<file path="config.mk">
export PLATFORM = sky130hd
export DESIGN_NAME = instr_decode_stage
export DESIGN_NICKNAME = d
export VERILOG_FILES = /design/src/rtl/decode_pkg.sv /design/src/rtl/imm_gen.sv /design/src/rtl/instr_decode_stage.sv
export SDC_FILE = /design/constraint.sdc
export NUM_CORES = 1
export LEC_CHECK = 0
export ABC_AREA = 1
export BUFFER_PORTS_ARGS = -buffer_cell sky130_fd_sc_hd__buf_2
export CAP_MARGIN = 20
export CORE_UTILIZATION = 25
export DETAILED_ROUTE_END_ITERATION = 6
export PLACE_DENSITY = 0.49
export SLEW_MARGIN = 20
export SYNTH_ARGS = -nofsm -noshare
export SYNTH_HDL_FRONTEND = slang
export SYNTH_SLANG_ARGS = --single-unit
export TNS_END_PERCENT = 100
</file>
<file path="constraint.sdc">
create_clock -name clk -period 3.5 [get_ports clk]
set_clock_uncertainty 0.1 [all_clocks]
set_input_delay 0.7 -clock clk [delete_from_list [all_inputs] [get_ports clk]]
set_output_delay 0.7 -clock clk [all_outputs]
set_load 0.01 [all_outputs]
</file>
<file path="src/rtl/decode_pkg.sv">
// Shared RV64I decode definitions: opcode encodings, operation classes and
// immediate formats used by the decode stage and its immediate generator.
package decode_pkg;

    localparam logic [6:0] OPC_LUI      = 7'b0110111;
    localparam logic [6:0] OPC_AUIPC    = 7'b0010111;
    localparam logic [6:0] OPC_JAL      = 7'b1101111;
    localparam logic [6:0] OPC_JALR     = 7'b1100111;
    localparam logic [6:0] OPC_BRANCH   = 7'b1100011;
    localparam logic [6:0] OPC_LOAD     = 7'b0000011;
    localparam logic [6:0] OPC_STORE    = 7'b0100011;
    localparam logic [6:0] OPC_OP_IMM   = 7'b0010011;
    localparam logic [6:0] OPC_OP_IMM32 = 7'b0011011;
    localparam logic [6:0] OPC_OP       = 7'b0110011;
    localparam logic [6:0] OPC_OP32     = 7'b0111011;
    localparam logic [6:0] OPC_FENCE    = 7'b0001111;
    localparam logic [6:0] OPC_SYSTEM   = 7'b1110011;

    typedef enum logic [3:0] {
        CLS_ILLEGAL  = 4'd0,
        CLS_LUI      = 4'd1,
        CLS_AUIPC    = 4'd2,
        CLS_JAL      = 4'd3,
        CLS_JALR     = 4'd4,
        CLS_BRANCH   = 4'd5,
        CLS_LOAD     = 4'd6,
        CLS_STORE    = 4'd7,
        CLS_OP_IMM   = 4'd8,
        CLS_OP_IMM32 = 4'd9,
        CLS_OP       = 4'd10,
        CLS_OP32     = 4'd11,
        CLS_FENCE    = 4'd12,
        CLS_SYSTEM   = 4'd13
    } op_class_t;

    typedef enum logic [2:0] {
        IMM_I    = 3'd0,
        IMM_S    = 3'd1,
        IMM_B    = 3'd2,
        IMM_U    = 3'd3,
        IMM_J    = 3'd4,
        IMM_NONE = 3'd5
    } imm_type_t;

    function automatic imm_type_t imm_type_of(input op_class_t cls);
        imm_type_t t;
        case (cls)
            CLS_LUI, CLS_AUIPC:   t = IMM_U;
            CLS_JAL:              t = IMM_J;
            CLS_BRANCH:           t = IMM_B;
            CLS_STORE:            t = IMM_S;
            CLS_JALR, CLS_LOAD, CLS_OP_IMM, CLS_OP_IMM32,
            CLS_FENCE, CLS_SYSTEM: t = IMM_I;
            default:              t = IMM_NONE;
        endcase
        return t;
    endfunction

endpackage

</file>
<file path="src/rtl/imm_gen.sv">
// Combinational RV64I immediate generator: assembles the immediate for the
// given format and sign-extends it from instr[31] to 64 bits.
module imm_gen
    import decode_pkg::*;
(
    input  logic [31:0] instr_i,
    input  imm_type_t   imm_type_i,
    output logic [63:0] imm_o
);

    logic unused_opcode;
    assign unused_opcode = ^instr_i[6:0];

    always_comb begin
        imm_o = '0;
        case (imm_type_i)
            IMM_I: imm_o = {{52{instr_i[31]}}, instr_i[31:20]};
            IMM_S: imm_o = {{52{instr_i[31]}}, instr_i[31:25], instr_i[11:7]};
            IMM_B: imm_o = {{51{instr_i[31]}}, instr_i[31], instr_i[7],
                            instr_i[30:25], instr_i[11:8], 1'b0};
            IMM_U: imm_o = {{32{instr_i[31]}}, instr_i[31:12], 12'b0};
            IMM_J: imm_o = {{43{instr_i[31]}}, instr_i[31], instr_i[19:12],
                            instr_i[20], instr_i[30:21], 1'b0};
            default: imm_o = '0;
        endcase
    end

endmodule

</file>
<file path="src/rtl/instr_decode_stage.sv">
// RV64I decode stage: selects the instruction half of a fetched cache word,
// decodes it and holds the result in a single-entry valid/ready register.
module instr_decode_stage
    import decode_pkg::*;
#(
    parameter int unsigned      XLEN         = 64,
    parameter logic [XLEN-1:0]  RESET_PC_TAG = '0
) (
    input  logic            clk,
    input  logic            reset,
    input  logic            flush,
    input  logic            in_valid,
    output logic            in_ready,
    input  logic [63:0]     in_instr,
    input  logic [XLEN-1:0] in_pc,
    output logic            out_valid,
    input  logic            out_ready,
    output logic [XLEN-1:0] out_pc,
    output logic [31:0]     out_instr,
    output op_class_t       out_class,
    output logic [4:0]      out_rd,
    output logic [4:0]      out_rs1,
    output logic [4:0]      out_rs2,
    output logic [2:0]      out_funct3,
    output logic [6:0]      out_funct7,
    output logic [XLEN-1:0] out_imm,
    output logic            out_illegal
);

    typedef enum logic {
        EMPTY = 1'b0,
        FULL  = 1'b1
    } state_t;

    state_t      state_q, state_d;
    logic        accept;
    logic [31:0] sel_instr;
    op_class_t   dec_class;
    imm_type_t   dec_imm_type;
    logic [63:0] dec_imm;

    logic [XLEN-1:0] pc_q;
    logic [31:0]     instr_q;
    op_class_t       class_q;
    logic [XLEN-1:0] imm_q;

    assign sel_instr = in_pc[2] ? in_instr[63:32] : in_instr[31:0];

    always_comb begin
        dec_class = CLS_ILLEGAL;
        case (sel_instr[6:0])
            OPC_LUI:      dec_class = CLS_LUI;
            OPC_AUIPC:    dec_class = CLS_AUIPC;
            OPC_JAL:      dec_class = CLS_JAL;
            OPC_JALR:     dec_class = CLS_JALR;
            OPC_BRANCH:   dec_class = CLS_BRANCH;
            OPC_LOAD:     dec_class = CLS_LOAD;
            OPC_STORE:    dec_class = CLS_STORE;
            OPC_OP_IMM:   dec_class = CLS_OP_IMM;
            OPC_OP_IMM32: dec_class = CLS_OP_IMM32;
            OPC_OP:       dec_class = CLS_OP;
            OPC_OP32:     dec_class = CLS_OP32;
            OPC_FENCE:    dec_class = CLS_FENCE;
            OPC_SYSTEM:   dec_class = CLS_SYSTEM;
            default:      dec_class = CLS_ILLEGAL;
        endcase
        // Non-32-bit encodings and misaligned fetch addresses are both undecodable
        if (sel_instr[1:0] != 2'b11 || in_pc[1:0] != 2'b00) begin
            dec_class = CLS_ILLEGAL;
        end
    end

    assign dec_imm_type = imm_type_of(dec_class);

    imm_gen u_imm_gen (
        .instr_i    (sel_instr),
        .imm_type_i (dec_imm_type),
        .imm_o      (dec_imm)
    );

    assign in_ready = !reset && (state_q == EMPTY || out_ready);
    assign accept   = in_valid && in_ready && !flush;

    always_comb begin
        state_d = state_q;
        case (state_q)
            EMPTY: if (accept) state_d = FULL;
            FULL: begin
                if (accept)         state_d = FULL;
                else if (out_ready) state_d = EMPTY;
            end
            default: state_d = EMPTY;
        endcase
        if (flush) state_d = EMPTY;
    end

    always_ff @(posedge clk) begin
        if (reset) state_q <= EMPTY;
        else       state_q <= state_d;
    end

    always_ff @(posedge clk) begin
        if (reset) begin
            pc_q        <= RESET_PC_TAG;
            instr_q     <= '0;
            class_q     <= CLS_ILLEGAL;
            imm_q       <= '0;
        end else if (accept) begin
            pc_q        <= in_pc;
            instr_q     <= sel_instr;
            class_q     <= dec_class;
            imm_q       <= dec_imm;
        end
    end

    // Register fields are slices of the held instruction, so they stay stable with it
    assign out_valid   = (state_q == FULL);
    assign out_pc      = pc_q;
    assign out_instr   = instr_q;
    assign out_class   = class_q;
    assign out_rd      = instr_q[11:7];
    assign out_rs1     = instr_q[19:15];
    assign out_rs2     = instr_q[24:20];
    assign out_funct3  = instr_q[14:12];
    assign out_funct7  = instr_q[31:25];
    assign out_imm     = imm_q;
    assign out_illegal = (class_q == CLS_ILLEGAL) && (state_q == FULL || instr_q != '0);

endmodule

</file>
# Word-level counts from Yosys, hierarchy flattened
# Memories as Yosys holds them, arrays and structs flattened.
# Cells that the tools add are included.
word_totals:
  regBits: 165
  output_inout_bits: 192
  in_bits: 133
  ramBits: 0
  latchBits: 0
  mem_bits_ro: 48
  wordCells: 47
  memories: 1
classes:
  reduce_logical: 14
  n_mux: 8
  shift: 0
  magnitude_cmp: 0
  mul: 0
  addsub: 0
  bitwise: 1
  eq_ne: 18
  n_div: 0
memory_table:
  columns: ["name", "depth", "width", "read_ports", "rd_clocked_by_memory_dff", "write_ports", "line", "text"]
  rows:
  - ["(no name shown)", 16, 3, 1, 0, 0, "decode_pkg.sv:47", "case (cls)"]
ops:
  columns: ["op", "count"]
  rows:
  - ["$pmux W64 S5", 1]
  - ["$pmux W4 S13", 1]
  - ["$mux W32", 1]
  - ["$reduce_bool A32 Y1", 1]
  - ["$eq A7 B6 Y1 const B", 4]
  - ["$eq A7 B7 Y1 const B", 4]
  - ["$eq A7 B5 Y1 const B", 3]
  - ["$eq A7 B2 Y1 const B", 1]
  - ["$eq A7 B4 Y1 const B", 1]
  - ["$eq A3 B2 Y1 const B", 2]
  - ["$logic_and A1 B1 Y1", 4]
  - ["$logic_not A4 Y1", 1]
  - ["$mux W4", 1]
  - ["$eq A3 B1 Y1 const B", 1]
  - ["$eq A3 B3 Y1 const B", 1]
  - ["$logic_not A3 Y1", 1]
  - ["$logic_or A1 B1 Y1", 3]
  - ["$mux W1", 3]
  - ["$logic_not A1 Y1", 2]
  - ["$ne A2 B2 Y1 const B", 1]
  - ["$pmux W1 S2", 1]
  - ["$reduce_bool A2 Y1", 1]
  - ["$reduce_or A2 Y1", 1]
  - ["$not A1 Y1", 1]

# Longest topological paths before layout
logic_depth:
  depth_word: 7
  mapped_depth: 26
  depth_no_buf: 23

# Cells and area by module
# Synthesis repeated with hierarchy kept, for this count alone.
hier_totals:
  cells_unflattened: 1087
  area_unflattened_um2: 7467.2
modules_own_cells:
  columns: ["mod", "area_each_um2", "seq_area_each_um2", "cells_per_inst", "n_inst"]
  rows:
  - ["instr_decode_stage", 6735.2, 3303.2, 953, 1]
  - ["imm_gen", 732.0, 0.0, 134, 1]

# Worst setup path after synthesis
# Ideal clock, no wire load.
synth_timing:
  path_kind: "input-to-reg"
  startpoint: "in in_pc[2]"
  endpoint: "reg imm_q[22], in the netlist out_imm[22]"
  path_buffers: 3
  required_time_ns: 3.258
  setup_time_ns: 0.142
  t_arrival_ns: 2.937
  setup_slack_ns: 0.321
  path_stages: 22
  cell_sequence: "buf_6 > inv_4 > buf_12 > nand2_2 > nand2_4 > nand2_4 > nor3_4 > inv_1 > nor2_2 > inv_1 > ha_1 > nand2_2 > nand3_2 > nand2_4 > nand2_8 > nand2_4 > nand2_2 > nand2_2 > buf_6 > nand2_2 > nand2_1 > a21oi_2"
synth_between:
  elab_chain_cells: 7
  word_cells_on_any_way: 25
  classes_between: "18 x eq/ne; 4 x mux; 2 x reduce/logical; 1 x memory"
synth_lines:
  columns: ["element", "line", "text"]
  rows:
  - ["start, declared", "instr_decode_stage.sv:15", "input logic [XLEN-1:0] in_pc,"]
  - ["$mux W32 *", "instr_decode_stage.sv:47", "assign sel_instr = in_pc[2] ? in_instr[63:32] : in_instr[31:0];"]
  - ["$eq A7 B7 Y1 (tied with other cells)", "instr_decode_stage.sv:51", "case (sel_instr[6:0])"]
  - ["$pmux W4 S13 or $logic_or A1 B1 Y1 (tied branches)", "instr_decode_stage.sv:51, instr_decode_stage.sv:68", null]
  - ["$mux W4 *", "instr_decode_stage.sv:68", "if (sel_instr[1:0] != 2'b11 || in_pc[1:0] != 2'b00) begin"]
  - ["via dec_class[1]", "instr_decode_stage.sv:38", "op_class_t dec_class;"]
  - ["$mem_v2 Z16 W3 *", null, null]
  - ["$eq A3 B3 Y1 (tied with other cells)", "imm_gen.sv:16", "case (imm_type_i)"]
  - ["$pmux W64 S5 *", "imm_gen.sv:16", null]
  - ["end signal, assigned", "instr_decode_stage.sv:112", "imm_q <= dec_imm;"]
  - ["end, declared", "instr_decode_stage.sv:45", "logic [XLEN-1:0] imm_q;"]
# The timed path passes the listed nets; every way through them passes the cells marked *.
# A chain may end at the register's enable or synchronous reset.

# Worst setup path after layout
layout_timing:
  startpoint: "in in_pc[2]"
  endpoint: "reg imm_q[18], in the netlist out_imm[18]"
# The elaborated chain is that of the path after synthesis.

==> results.md <==
Run status:
- The run finished with clean final reports.

Route:
- The detailed router finished its first iteration with 297 violations.
- The via count is 6,440.
- The first-pass iteration count of the detailed router is 4.
- The total routed wirelength is 22.1 mm.
- The per-cell routed wire length is 15.1 µm.
- In the routed design, unresolved DRC markers number 0.
- The number of vias per cell after detailed routing is 4.39.
- In this run the remaining antenna-violating nets after routing total 0.

Synth:
- Summing the sequential cell areas from Yosys gives 41.8% of the chip area.
- Sorting the synthesized cells by area gives the leading types as dfxtp_1 (42%), nand2_1 (11%), nor2_1 (9.7%), buf_4 (6.8%), o21ai_0 (6.0%).
- The unique cell type count in the Yosys netlist is 38.
- The synthesis-stage register bit count is 133.
- The biggest area consumer among synthesized cells is dfxtp_1.
- For this run, the leading register cell type out of synthesis is dfxtp_1.
- The area fraction of the dominant cell type after synthesis is 41.8%.
- The cell with the most instances after synthesis is nand2_1.
- The number of enable flip-flop cells after synthesis is 0.
- When the netlist entered floorplanning its net count stood at 1,013.
- The fraction of registers with async set or reset after synthesis is 0%.
- The commonest cells after synthesis are nand2_1 (181), nor2_1 (164), dfxtp_1 (133).
- The Yosys step of the flow raised 0 warnings.
- The average cell area after synthesis is 7.27 µm².
- The instance count of the mapped netlist is 877.
- The post-synth design cell area is 6380 µm².

Worst setup path:
- The class of the most critical setup path is input pin to flop.
- The peak fanout along the critical path is 12.
- The critical path crosses 21 cells after its start point.
- The critical path arrival is 3.39 ns.
- The sort of element at the start of the critical path is an input pin.
- The number of buffers and inverters on the critical path is 5.
- STA puts the critical path data required time at 3.74 ns.
- Walking the worst path, the cells encountered are buf_2 -> inv_4 -> nand2_2 -> nand2_4 -> nand2_4 -> inv_2 -> nand2_1 -> a21o_1 -> o221ai_1 -> nand2_1 -> inv_1 -> ha_1 -> nand2_2 -> nand3_2 -> inv_1 -> nand2_2 -> nand2_1 -> nand2_1 -> nand2_1 -> nand2_1 -> a21oi_1.
- The cell at the slowest stage of the critical path is nand2_1.
- The capturing element type of the critical path is a flop.
- By instance count, the cell type seen most on the critical path is nand2_1.
- The critical path's largest stage delay is 0.29 ns.
- The family of cells with the greatest summed delay on the critical path is simple AND/OR/NAND/NOR gates.
- For the worst flop-to-flop path, the logic depth is 7.

Pwr:
- The internal power of the cells totals 2.74 mW.
- The ratio of total power to cell area is 452 nW/µm².
- The switching power summed over all nets is 1.08 mW.
- In this run, the combinational gates consume 12.1% of the power.
- Summed over all cells, the static leakage comes to 4.37 nW.
- IR analysis of the VDD net gives a maximum drop of 0.252 mV.
- Net switching is 28.2% of the power.
- Of the total power, registers draw 42.1%.
- The clock power share is 45.8%.

Timing:
- Timing would allow up to 0.318 GHz.
- The slack of the critical path is 0.354 ns.
- Setup repair after global routing left no endpoint under its margin.
- The minimum period implied by the final worst setup slack is 3.15 ns.
- In the finished design, the share of the clock period the worst path needs comes to 89.9%.
- The count of final max-slew check failures is 0.
- The total setup violations reported at the end of the flow is 0.
- In this run the tightest slew margin relative to its limit is 48.3%.
- For the pin with the worst max-slew slack, the measured transition is 0.775 ns.
- The final-report hold violation count was 0.

Die:
- The count of pins on the block boundary is 325.
- In this run the horizontal extent of the chip is 162 µm.
- The floorplan has 58 rows.
- The floorplan step defined a die boundary enclosing 26,200 µm².
- The y dimension of the die is 162 µm.
- For this configuration, the core starts out at a cell density of 25.4%.
- The region available for standard cell placement spans 25,100 µm².

Clock network:
- The number of resized instances in the post-cts repair step is 0.
- Clock latency on the worst-skew pair, taken at its later pin, is 0.41 ns.
- Buffers added to address setup during post-CTS repair amount to 0.
- The worst-case clock buffer depth is 2.
- The count of hold-fix buffers inserted at cts is 0.
- The tree is rooted in a clkbuf_16.
- The TritonCTS clock tree is built.
- Buffers inserted during clock tree synthesis total 17.
- The CTS H-tree depth is 4.
- The clock sink total is 133.
- The clock transition at the registers of the reported paths is 0.06 ns.

Hold path:
- The path class of the tightest hold or removal check is flop to flop.
- Along the worst hold path, the cell count comes to 2.

Global route:
- The initial antenna violation count is 0.
- The via count of the first global-routing pass is 6,167.
- The pin count of the biggest net entering global routing is 125.
- The overall fraction of global-route tracks in use is 16.9%.
- The first-pass GRT wire length is 33.9 mm.
- The total overflow left after global routing is 0.

Final layout:
- The final core utilization is 33.6%.
- The area of the multi-input gates is 2910 µm².
- Leaving out filler cells and counting taps, the final layout contains 1,468.
- In the final layout, flip-flops and latches occupy 2660 µm².
- Summing all non-filler instances in the final layout gives an area of 8440 µm².
- The number of inserted diodes is 0.
- The area growth from synthesis to layout is 32.4%.
- The count of nets after finishing is 1,261.
- The share of final-layout standard cells stronger than drive strength 1 is 37.9%.
- The count of filler cells inserted in the layout is 2,793.

Placed design:
- Summing all placed instances gives a cell area of 7890 µm².
- The count of buffers added on input and output ports is 324.
- The routability-driven placement congestion ratio is 0.796.
- The worst setup timing slack at the placement stage is -0.0194 ns.
- The number of placed instances, taps included is 1,436.
- Detailed placement ended at an HPWL of 15.9 mm.

Flow run:
- The max-capacitance violation count is 0.
==> flip-flops by register name (all words and copies together) (netlist names) <==
name and cells:
out_pc 64, out_valid 1, out_imm 32, out_class 4
out_instr 32
==> cells in the final DEF (no fill, tap or decap), types with 5 or more instances in the layout <==
cell type	instances
nand3_1	8
nand2_2	24
buf_2	324
o21a_1	6
o21ai_0	77
mux2i_1	15
inv_1	33
nor2_1	164
a21oi_2	10
dfxtp_1	133
buf_4	9
nand2_4	11
nand2_1	181
clkbuf_16	17
nor3_1	5
nor4_1	6
a21oi_1	59
nor2_2	6
==> final timing paths <==
check              startpoint     endpoint  slack, ns
hold / removal    out_imm[17]  out_imm[17]       0.36
setup / recovery     in_pc[2]  out_imm[18]       0.35
setup reg to reg    out_valid   out_pc[59]       1.41
hold reg to reg   out_imm[17]  out_imm[17]       0.36
==> routing by layer <==
layer	part of all wire (%)	wire length, µm	up-vias	global-route usage (%)
met3	7.4	1630	15	4.90
met1	43	9600	2932	19.9
met4	1.4	306	0	4.63
met2	48	10600	260	29.6
li1	-	-	3233	-
met5	0	0	-	0
==> kinds of logic after synthesis <==
kind of cell,after synthesis,share of synthesized area (%)
AOI/OAI and AO/OA,163,14.0
buffers and inverters,146,12.8
adders and majority gates,3,0.589
and+or+nand+nor,417,28.5
DFF,133,41.7
muxes,15,2.35
==> power groups by stage <==
stage	clock network (mW)	registers, mW	logic (mW)
2_1_floorplan	0	1.66	0.227
3_3_place_gp	0	1.64	0.468
3_5_place_dp	0	1.64	0.468
4_1_cts	1.80	1.61	0.470
5_1_grt	1.86	1.62	0.512
6_report	1.75	1.61	0.460
==> worst register-to-register path, delay by kind of cell (launching register included) <==
kind,cells,cell delay [ns]
buffers and inverters,3,0.94
and+or+nand+nor,4,0.57
DFF,1,0.42
==> through the flow <==
stage,hold WS (ns),TNS [ns],power (mW)
finish,0.364,0,3.82
global route,0.390,0,3.99
CTS,0.366,0,3.88
detailed placement,0.355,-0.0274,2.11
global placement,0.352,-0.0123,2.11
floorplan,0.389,0,1.89
==> area by class of cell <==
cell class	count	share of cell area [%]
multi-input cells	598	34.4
flip-flops and latches	133	31.5
repair buffers	336	20.7
clock buffers	20	5.17
well taps	330	4.89
inverters	39	1.85
clock inverters	12	1.44
Power figures use the tool's default switching activity.
